**src/rtl/bcd_ascii_streamer.sv**
```systemverilog
// Snapshots a packed BCD value and streams it as ASCII, MSD first, over a valid/ready link.
// Define BCD_LEADING_ZERO_BLANK_EN to print leading zeros as spaces.
module bcd_ascii_streamer #(
    parameter int DIGITS = 4
) (
    input  logic                  clk,
    input  logic                  rst_n,
    input  logic [4*DIGITS-1:0]   bcd_in,
    input  logic                  load,
    output logic                  busy,
    output logic [7:0]            char_out,
    output logic                  char_valid,
    input  logic                  char_ready,
    output logic                  done,
    output logic [1:0]            fsm_state
);
    // Handshake: a character transfers on a rising edge where char_valid and
    // char_ready are both high; char_out is held stable until that edge.

    localparam int IW = (DIGITS > 1) ? $clog2(DIGITS) : 1;
    localparam logic [IW-1:0] LAST = IW'(DIGITS - 1);

    typedef enum logic [1:0] {
        IDLE = 2'd0,
        SEND = 2'd1,
        DONE = 2'd2
    } state_t;

    state_t                state_q, state_d;
    logic [4*DIGITS-1:0]   snap_q, snap_d;
    logic [IW-1:0]         idx_q, idx_d;
    logic [IW-1:0]         idx_dec;
    logic [7:0]            char_q, char_d;
    logic                  valid_q, valid_d;
    logic                  busy_q, busy_d;
    logic                  done_q, done_d;
    logic [3:0]            top_digit;
    logic [3:0]            next_digit;
`ifdef BCD_LEADING_ZERO_BLANK_EN
    logic                  blank_q, blank_d;
`endif

    function automatic logic [7:0] to_ascii(input logic [3:0] d);
        return (d <= 4'd9) ? {4'h3, d} : 8'h3F;
    endfunction

    assign idx_dec    = idx_q - 1'b1;
    assign top_digit  = bcd_in[4*DIGITS-1 -: 4];
    assign next_digit = snap_q[{idx_dec, 2'b00} +: 4];

    always_comb begin
        state_d = state_q;
        snap_d  = snap_q;
        idx_d   = idx_q;
        char_d  = char_q;
        valid_d = valid_q;
        busy_d  = busy_q;
        done_d  = done_q;
`ifdef BCD_LEADING_ZERO_BLANK_EN
        blank_d = blank_q;
`endif
        case (state_q)
            IDLE: begin
                if (load) begin
                    // The first character is registered straight from bcd_in so it
                    // is valid in the cycle right after the load edge.
                    snap_d  = bcd_in;
                    idx_d   = LAST;
                    char_d  = to_ascii(top_digit);
                    valid_d = 1'b1;
                    busy_d  = 1'b1;
                    state_d = SEND;
`ifdef BCD_LEADING_ZERO_BLANK_EN
                    blank_d = (top_digit == 4'd0);
                    if (top_digit == 4'd0 && LAST != '0) char_d = 8'h20;
`endif
                end
            end
            SEND: begin
                if (valid_q && char_ready) begin
                    if (idx_q == '0) begin
                        valid_d = 1'b0;
                        done_d  = 1'b1;
                        state_d = DONE;
                    end else begin
                        idx_d  = idx_dec;
                        char_d = to_ascii(next_digit);
`ifdef BCD_LEADING_ZERO_BLANK_EN
                        // blank_q already reflects every digit printed so far.
                        blank_d = blank_q && (next_digit == 4'd0);
                        if (blank_q && next_digit == 4'd0 && idx_dec != '0) char_d = 8'h20;
`endif
                    end
                end
            end
            DONE: begin
                done_d  = 1'b0;
                busy_d  = 1'b0;
                state_d = IDLE;
            end
            default: state_d = IDLE;
        endcase
    end

    always_ff @(posedge clk) begin
        if (!rst_n) begin
            state_q <= IDLE;
            snap_q  <= '0;
            idx_q   <= '0;
            char_q  <= 8'h00;
            valid_q <= 1'b0;
            busy_q  <= 1'b0;
            done_q  <= 1'b0;
`ifdef BCD_LEADING_ZERO_BLANK_EN
            blank_q <= 1'b0;
`endif
        end else begin
            state_q <= state_d;
            snap_q  <= snap_d;
            idx_q   <= idx_d;
            char_q  <= char_d;
            valid_q <= valid_d;
            busy_q  <= busy_d;
            done_q  <= done_d;
`ifdef BCD_LEADING_ZERO_BLANK_EN
            blank_q <= blank_d;
`endif
        end
    end

    assign busy       = busy_q;
    assign char_out   = char_q;
    assign char_valid = valid_q;
    assign done       = done_q;
    assign fsm_state  = state_q;

endmodule

```
**config.mk**
```make
export PLATFORM = sky130hd
export DESIGN_NAME = bcd_ascii_streamer
export DESIGN_NICKNAME = d
export VERILOG_FILES = /design/src/rtl/bcd_ascii_streamer.sv
export SDC_FILE = /design/constraint.sdc
export NUM_CORES = 1
export LEC_CHECK = 0
export CORE_MARGIN = 10
export CORE_UTILIZATION = 47
export DETAILED_ROUTE_END_ITERATION = 6
export PLACE_DENSITY = 0.84
export RECOVER_POWER = 25
export SYNTH_ARGS = -nofsm -noshare
export SYNTH_HDL_FRONTEND = slang
export SYNTH_SLANG_ARGS = --single-unit
export TNS_END_PERCENT = 5
```
**constraint.sdc**
```tcl
create_clock -name clk -period 2.5 [get_ports clk]
set_clock_uncertainty 0.1 [all_clocks]
set_input_delay 0.5 -clock clk [delete_from_list [all_inputs] [get_ports clk]]
set_output_delay 0.5 -clock clk [all_outputs]
set_load 0.02 [all_outputs]
```
==> results of run 1 <==
-- stage by stage --
stage          util, %  cells  area, um^2  total power, uW  hold WS [ns]
2_1_floorplan        -    147        1280              635         0.330
3_3_place_gp      62.5    199        1580              709         0.347
3_5_place_dp      62.5    199        1580              717         0.359
4_1_cts           63.3    202        1600              887         0.378
5_1_grt           63.2    202        1590              927         0.401
6_report          63.2    202        1590              876         0.374
-- layout make-up --
cell class	count	area, um^2	share of cell area, %
multi-input cells	102	628	39.4
flip-flops and latches	28	561	35.2
repair buffers	34	327	20.5
well taps	30	37.5	2.35
clock buffers	3	22.5	1.41
inverters	5	18.8	1.18
-- cell families after synthesis --
group / after synthesis / share of synthesized area [%]
simple gates: 54 / 18.4
compound gates: 41 / 22.0
flops: 28 / 44.0
buf+inv: 17 / 6.97
mux: 4 / 7.37
fa+ha+maj: 1 / 0.982
other cells: 1 / 0.294
-- worst max path at each step --
stage | start | endpoint | slack, ns | cells past startpoint
6_report | fsm_state[0] | fsm_state[0] | 0.38 | 1
3_3_place_gp | load | snap_q[3] | 0.52 | 4
3_5_place_dp | load | snap_q[0] | 0.46 | 4
4_1_cts | fsm_state[0] | fsm_state[0] | 0.36 | 1
2_1_floorplan | idx_q[0] | char_out[0] | 0.66 | 6
5_1_grt | fsm_state[0] | fsm_state[0] | 0.29 | 1
-- state kept, by name, indices dropped and copies added (netlist names) --
name        count
char_out        5
fsm_state       2
snap_q         16
done            1
idx_q           2
char_valid      1
busy            1
-- cells in the final DEF (no fill, tap or decap), types with 2 or more instances in the layout --
cell type	n
nand2_1	40
dfxtp_1	28
clkdlybuf4s50_1	28
a21boi_0	17
o21ai_0	6
inv_1	5
a21oi_1	5
nor2_1	4
mux4_2	3
o211ai_1	3
o22ai_1	3
clkbuf_4	3
buf_4	3
nand2b_1	2
o21a_1	2
a211oi_1	2
conb_1	2
dlygate4sd3_1	2
-- routing by layer --
metal | wire [um] | track usage [%] | part of all wire, %
met1 | 1220 | 12.7 | 44
met2 | 1340 | 18.4 | 49
met3 | 187 | 3.27 | 6.8
met4 | 8 | 2.58 | 0.29
met5 | 0 | 0 | 0
-- power groups by stage --
stage          logic (uW)  clock network (uW)  registers (uW)
6_report              204                 174             498
5_1_grt               227                 197             503
4_1_cts               208                 180             499
3_5_place_dp          208                   0             509
3_3_place_gp          202                   0             507
2_1_floorplan         117                   0             518
==> results.sh, run 1 <==
export IMPL_r2r_end="char_out[3]"
export IMPL_die_h_um=72.1
export IMPL_synth_edff_count=0
export IMPL_ys_ff_latch=28
export IMPL_antenna_cells=0
export IMPL_filler_cell_count=220
export IMPL_ys_warn_count=0
export IMPL_postCtsHoldBufs=0
export IMPL_wire_per_inst_um=13.6
export IMPL_p_switching_uw=237
export IMPL_power_density_mw_per_mm2=550
export IMPL_die_x_um=72.1
export IMPL_min_from="snap_q[4]"
export IMPL_hold_depth=2
export IMPL_finalHoldViolCount=0
export IMPL_drtAntennaViolNets=0
export IMPL_place_ws_ns=0.460
export IMPL_critPathBufInv=1
export IMPL_dieArea_mm2=0.00519
export IMPL_hold_path_endpoint="snap_q[4]"
export IMPL_firstDrtPassIters=4
export IMPL_grt_pass1_vias=1056
export IMPL_intPower_uw=639
export IMPL_maxSlewHeadroom_pct=60.9
export IMPL_dp_hpwl_um=2210
export IMPL_yosysMostFrequentCell="nand2_1"
export IMPL_fin_nets=195
export IMPL_synth_area_mm2=0.00127
export IMPL_cts_root_buf="clkbuf_4"
export IMPL_synth_top_cell_area_share_pct=44.0
export IMPL_clk_latency_ns=0.31
export IMPL_grt_pass1_wl_um=4730
export IMPL_p_seq_share_pct=56.9
export IMPL_finalSetupViolCount=0
export IMPL_layout_min_cycle_time_ns=2.12
export IMPL_grt_usage_pct=10.7
export IMPL_yosys_area_top_type="dfxtp_1"
export IMPL_clkPwrFrac_pct=19.8
export IMPL_grt_ovfl_total=0
export IMPL_cts_resized=0
export IMPL_worstPathArrival_ns=1.52
export IMPL_holdCritPathClass="flop to flop"
export IMPL_cts_max_level=1
export IMPL_synth_area_per_cell_um2=8.72
export IMPL_drc=0
export IMPL_critPathRequiredTime_ns=1.90
export IMPL_max_cap_violations=0
export IMPL_grt_max_degree=19
export IMPL_synth_ff_type="dfxtp_1"
export IMPL_drt_wl_total_um=2750
export IMPL_finalWorstSetupSlack_ns=0.381
export IMPL_switching_share_pct=27.0
export IMPL_drtIter0Drc=78
export IMPL_finalCritPeriodShare_pct=84.8
export IMPL_numCtsBuffers=3
export IMPL_timing_rr_start="idx_q[0]"
export IMPL_synth_area_top_cells="dfxtp_1 (44%), nand2_1 (12%), a21boi_0 (10%)"
export IMPL_cts_num_sinks=28
export IMPL_reg2regPathDepth=7
export IMPL_antenna_found_initial=0
export IMPL_critPathMaxStageDelay_ns=0.68
export IMPL_p_leak_uw=0.000597
export IMPL_routed_via_count=1059
export IMPL_initial_core_util_pct=50.5
export IMPL_drive_gt1_share_pct=5.81
export IMPL_yosysSeqAreaShare_pct=44.0
export IMPL_post_cts_buffers=0
export IMPL_core_area_mm2=0.00252
export IMPL_peakVddDrop_mv=0.339
export IMPL_cts_tree="done"
export IMPL_via_per_inst=5.24
export IMPL_path_class="flop to primary output"
export IMPL_worst_slew_pin_slew_ns=0.585
export IMPL_syn2layout_area_growth_pct=25.1
export IMPL_finalSetupTns_ns=0
export IMPL_status="completed"
export IMPL_clock_fmax_ghz=0.472
export IMPL_p_comb_share_pct=23.3
export IMPL_pin_count=33
export IMPL_synth_cell_types=32
export IMPL_rows=18
export IMPL_crit_family="buffers and inverters"
export IMPL_cp_start_kind="flop"
export IMPL_cts_max_path_buffers=2
export IMPL_place_congestion=0.783
export IMPL_clkSlewWorstSetupHoldPaths_ns=0.14
export IMPL_yosys_top_cells_count="nand2_1 (40), dfxtp_1 (28), a21boi_0 (17), o21ai_0 (6)"
export IMPL_synth_async_reset_ratio_pct=0
export IMPL_rsz0062_at_grt="false"
export IMPL_slowest_stage="clkdlybuf4s50_1"
export IMPL_crit_chain="clkdlybuf4s50_1"
export IMPL_cp_max_fo=11
export IMPL_rrSetupSlack_ns=0.52
export IMPL_crit_path_end_kind="primary output"
export IMPL_port_buffers=30
export IMPL_maxSlewViolCount=0
export IMPL_synth_cells=146
No activity file was read; power rests on OpenSTA's default activity.
==> inputs of run 2 (changes only) <==
- CORE_UTILIZATION: 47 -> 43
- PLACE_DENSITY: 0.84 -> 0.82
- clock period: 2.5 -> 1.7 ns (I/O delays scaled with it)
==> results.sh, run 2 (synthesis gave the netlist of run 1 again) <==
export IMPL_status="completed"
export IMPL_cp_startpoint="idx_q[1]"
export IMPL_drtAntennaViolNets=0
export IMPL_crit_family="flip-flops"
export IMPL_largest_reg_flops=16
export IMPL_dieArea_mm2=0.00554
export IMPL_power_density_mw_per_mm2=868
export IMPL_antenna_found_initial=0
export IMPL_clkSlewWorstSetupHoldPaths_ns=0.15
export IMPL_final_cell_mix="nand2_1 (40), dfxtp_1 (26), clkdlybuf4s50_1 (18)"
export IMPL_place_congestion=0.839
export IMPL_die_x_um=74.4
export IMPL_crit_path_end_kind="flop"
export IMPL_cts_num_sinks=28
export IMPL_slowest_stage="dfxtp_2"
export IMPL_fin_nets=204
export IMPL_crit_chain="inv_1 -> ha_4 -> mux4_2 -> o21a_1 -> nor3_2 -> o22ai_1"
export IMPL_cts_max_path_buffers=2
export IMPL_syn2layout_area_growth_pct=35.2
export IMPL_mostFrequentLayoutCell="nand2_1"
export IMPL_cp_max_fo=5
export IMPL_pin_count=33
export IMPL_cts_root_buf="clkbuf_4"
export IMPL_grt_ovfl_total=0
export IMPL_via_per_inst=5.30
export IMPL_grt_pass1_vias=1072
export IMPL_routed_via_count=1128
export IMPL_fin_util_pct=61.4
export IMPL_dp_hpwl_um=2300
export IMPL_die_h_um=74.4
export IMPL_cts_tree="done"
export IMPL_drt_wl_total_um=2980
export IMPL_drc=0
export IMPL_antenna_cells=0
export IMPL_grt_usage_pct=10.9
export IMPL_holdCritPathClass="flop to flop"
export IMPL_endpoint="char_out[0]"
export IMPL_worstPathArrival_ns=1.82
export IMPL_finalHoldViolCount=0
export IMPL_numCtsBuffers=3
export IMPL_critPathBufInv=1
export IMPL_peakVddDrop_mv=0.675
export IMPL_maxSlewViolCount=0
export IMPL_finalCritPeriodShare_pct=98.9
export IMPL_finalSetupViolCount=0
export IMPL_wire_per_inst_um=14.0
export IMPL_drive_gt1_share_pct=14.8
export IMPL_critPathMaxStageDelay_ns=0.36
export IMPL_cp_depth=6
export IMPL_p_leak_uw=0.000703
export IMPL_initial_core_util_pct=45.4
export IMPL_regMostFlops="snap_q"
export IMPL_critPathRequiredTime_ns=1.83
export IMPL_r2r_end="char_out[0]"
export IMPL_cts_max_level=1
export IMPL_grt_pass1_wl_um=4910
export IMPL_max_cap_violations=0
export IMPL_drtIter0Drc=53
export IMPL_instances_no_fill=213
export IMPL_power_total_uw=1490
export IMPL_rrSetupSlack_ns=0.02
export IMPL_rows=19
export IMPL_core_area_mm2=0.00281
export IMPL_path_class="flop to flop"
export IMPL_rsz0062_at_grt="true"
export IMPL_clk_latency_ns=0.32
export IMPL_layout_min_cycle_time_ns=1.68
export IMPL_timing_rr_start="idx_q[1]"
export IMPL_port_buffers=30
export IMPL_dpl_cell_count=208
export IMPL_firstDrtPassIters=4
export IMPL_reg2regPathDepth=6
export IMPL_clock_fmax_ghz=0.595
export IMPL_cp_start_kind="flop"
export IMPL_filler_cell_count=253
export IMPL_grt_max_degree=31
run 2: changes by cell type in the layout (fill, tap and decap cells not counted), sizes merged:
cell | before | now
buf | 3 | 11
bufinv | 0 | 1
dlygate4sd3 | 2 | 1
clkbuf | 4 | 5
dlygate4sd2 | 0 | 11
clkdlybuf4s50 | 28 | 18
run 2: cell type report:
cell class,count,area (um^2),share of cell area (%)
multi-input combinational,102,642,37.3
clock buffer,3,22.5,1.31
clock inverter,1,30.0,1.74
inverter,5,18.8,1.09
tap,31,38.8,2.25
timing repair buffer,43,407,23.6
sequential,28,563,32.7
run 2: per-stage QoR:
step	setup slack, ns	setup TNS [ns]	hold slack [ns]	cell area (um^2)
CTS	-0.000964	-0.000964	0.372	1730
finish	0.0180	0	0.369	1720
global route	-0.0460	-0.0682	0.397	1720
global placement	0.0332	0	0.344	1680
detailed placement	-0.0547	-0.0772	0.352	1680
floorplan	0.00656	0	0.332	1290
run 2: how the worst min path moves through the flow:
stage | startpoint | endpoint | slack, ns | cells after the start
3_5_place_dp | snap_q[4] | snap_q[4] | 0.35 | 2
6_report | snap_q[4] | snap_q[4] | 0.37 | 2
5_1_grt | snap_q[4] | snap_q[4] | 0.40 | 2
3_3_place_gp | snap_q[4] | snap_q[4] | 0.34 | 2
4_1_cts | snap_q[4] | snap_q[4] | 0.37 | 2
2_1_floorplan | snap_q[4] | snap_q[4] | 0.33 | 2
run 2: worst reg2reg max path: cells and delay by family, from the launching register on:
family	cells	cell delay [ns]
flip-flops	1	0.36
multiplexers	1	0.35
AO/OA/AOI/OAI	2	0.31
adder cells (fa/ha/maj)	1	0.30
AND/OR/NAND/NOR	1	0.11
buffers and inverters	1	0.06
run 2: power by group:
group	internal (uW)	leakage [uW]	switching (uW)
registers	704	0.000231	25.0
logic	176	0.000444	165
clock network	238	0.0000279	187
run 2: timing repair:
item,4_1_cts,5_1_grt
hold buffers,0,0
gates resized for setup,12,2
pin swaps,0,1
endpoints found under the setup margin,12,3
setup buffers,0,1
run 2: metal layers:
layer  up-vias  track usage, %  wire length (um)  part of all wire [%]
met5         -               0                 0                     0
met4         0            3.78                30                   1.0
met3         4            2.93               188                   6.3
met2        32            18.4              1440                    48
met1       526            12.9              1330                    44
li1        566               -                 -                     -
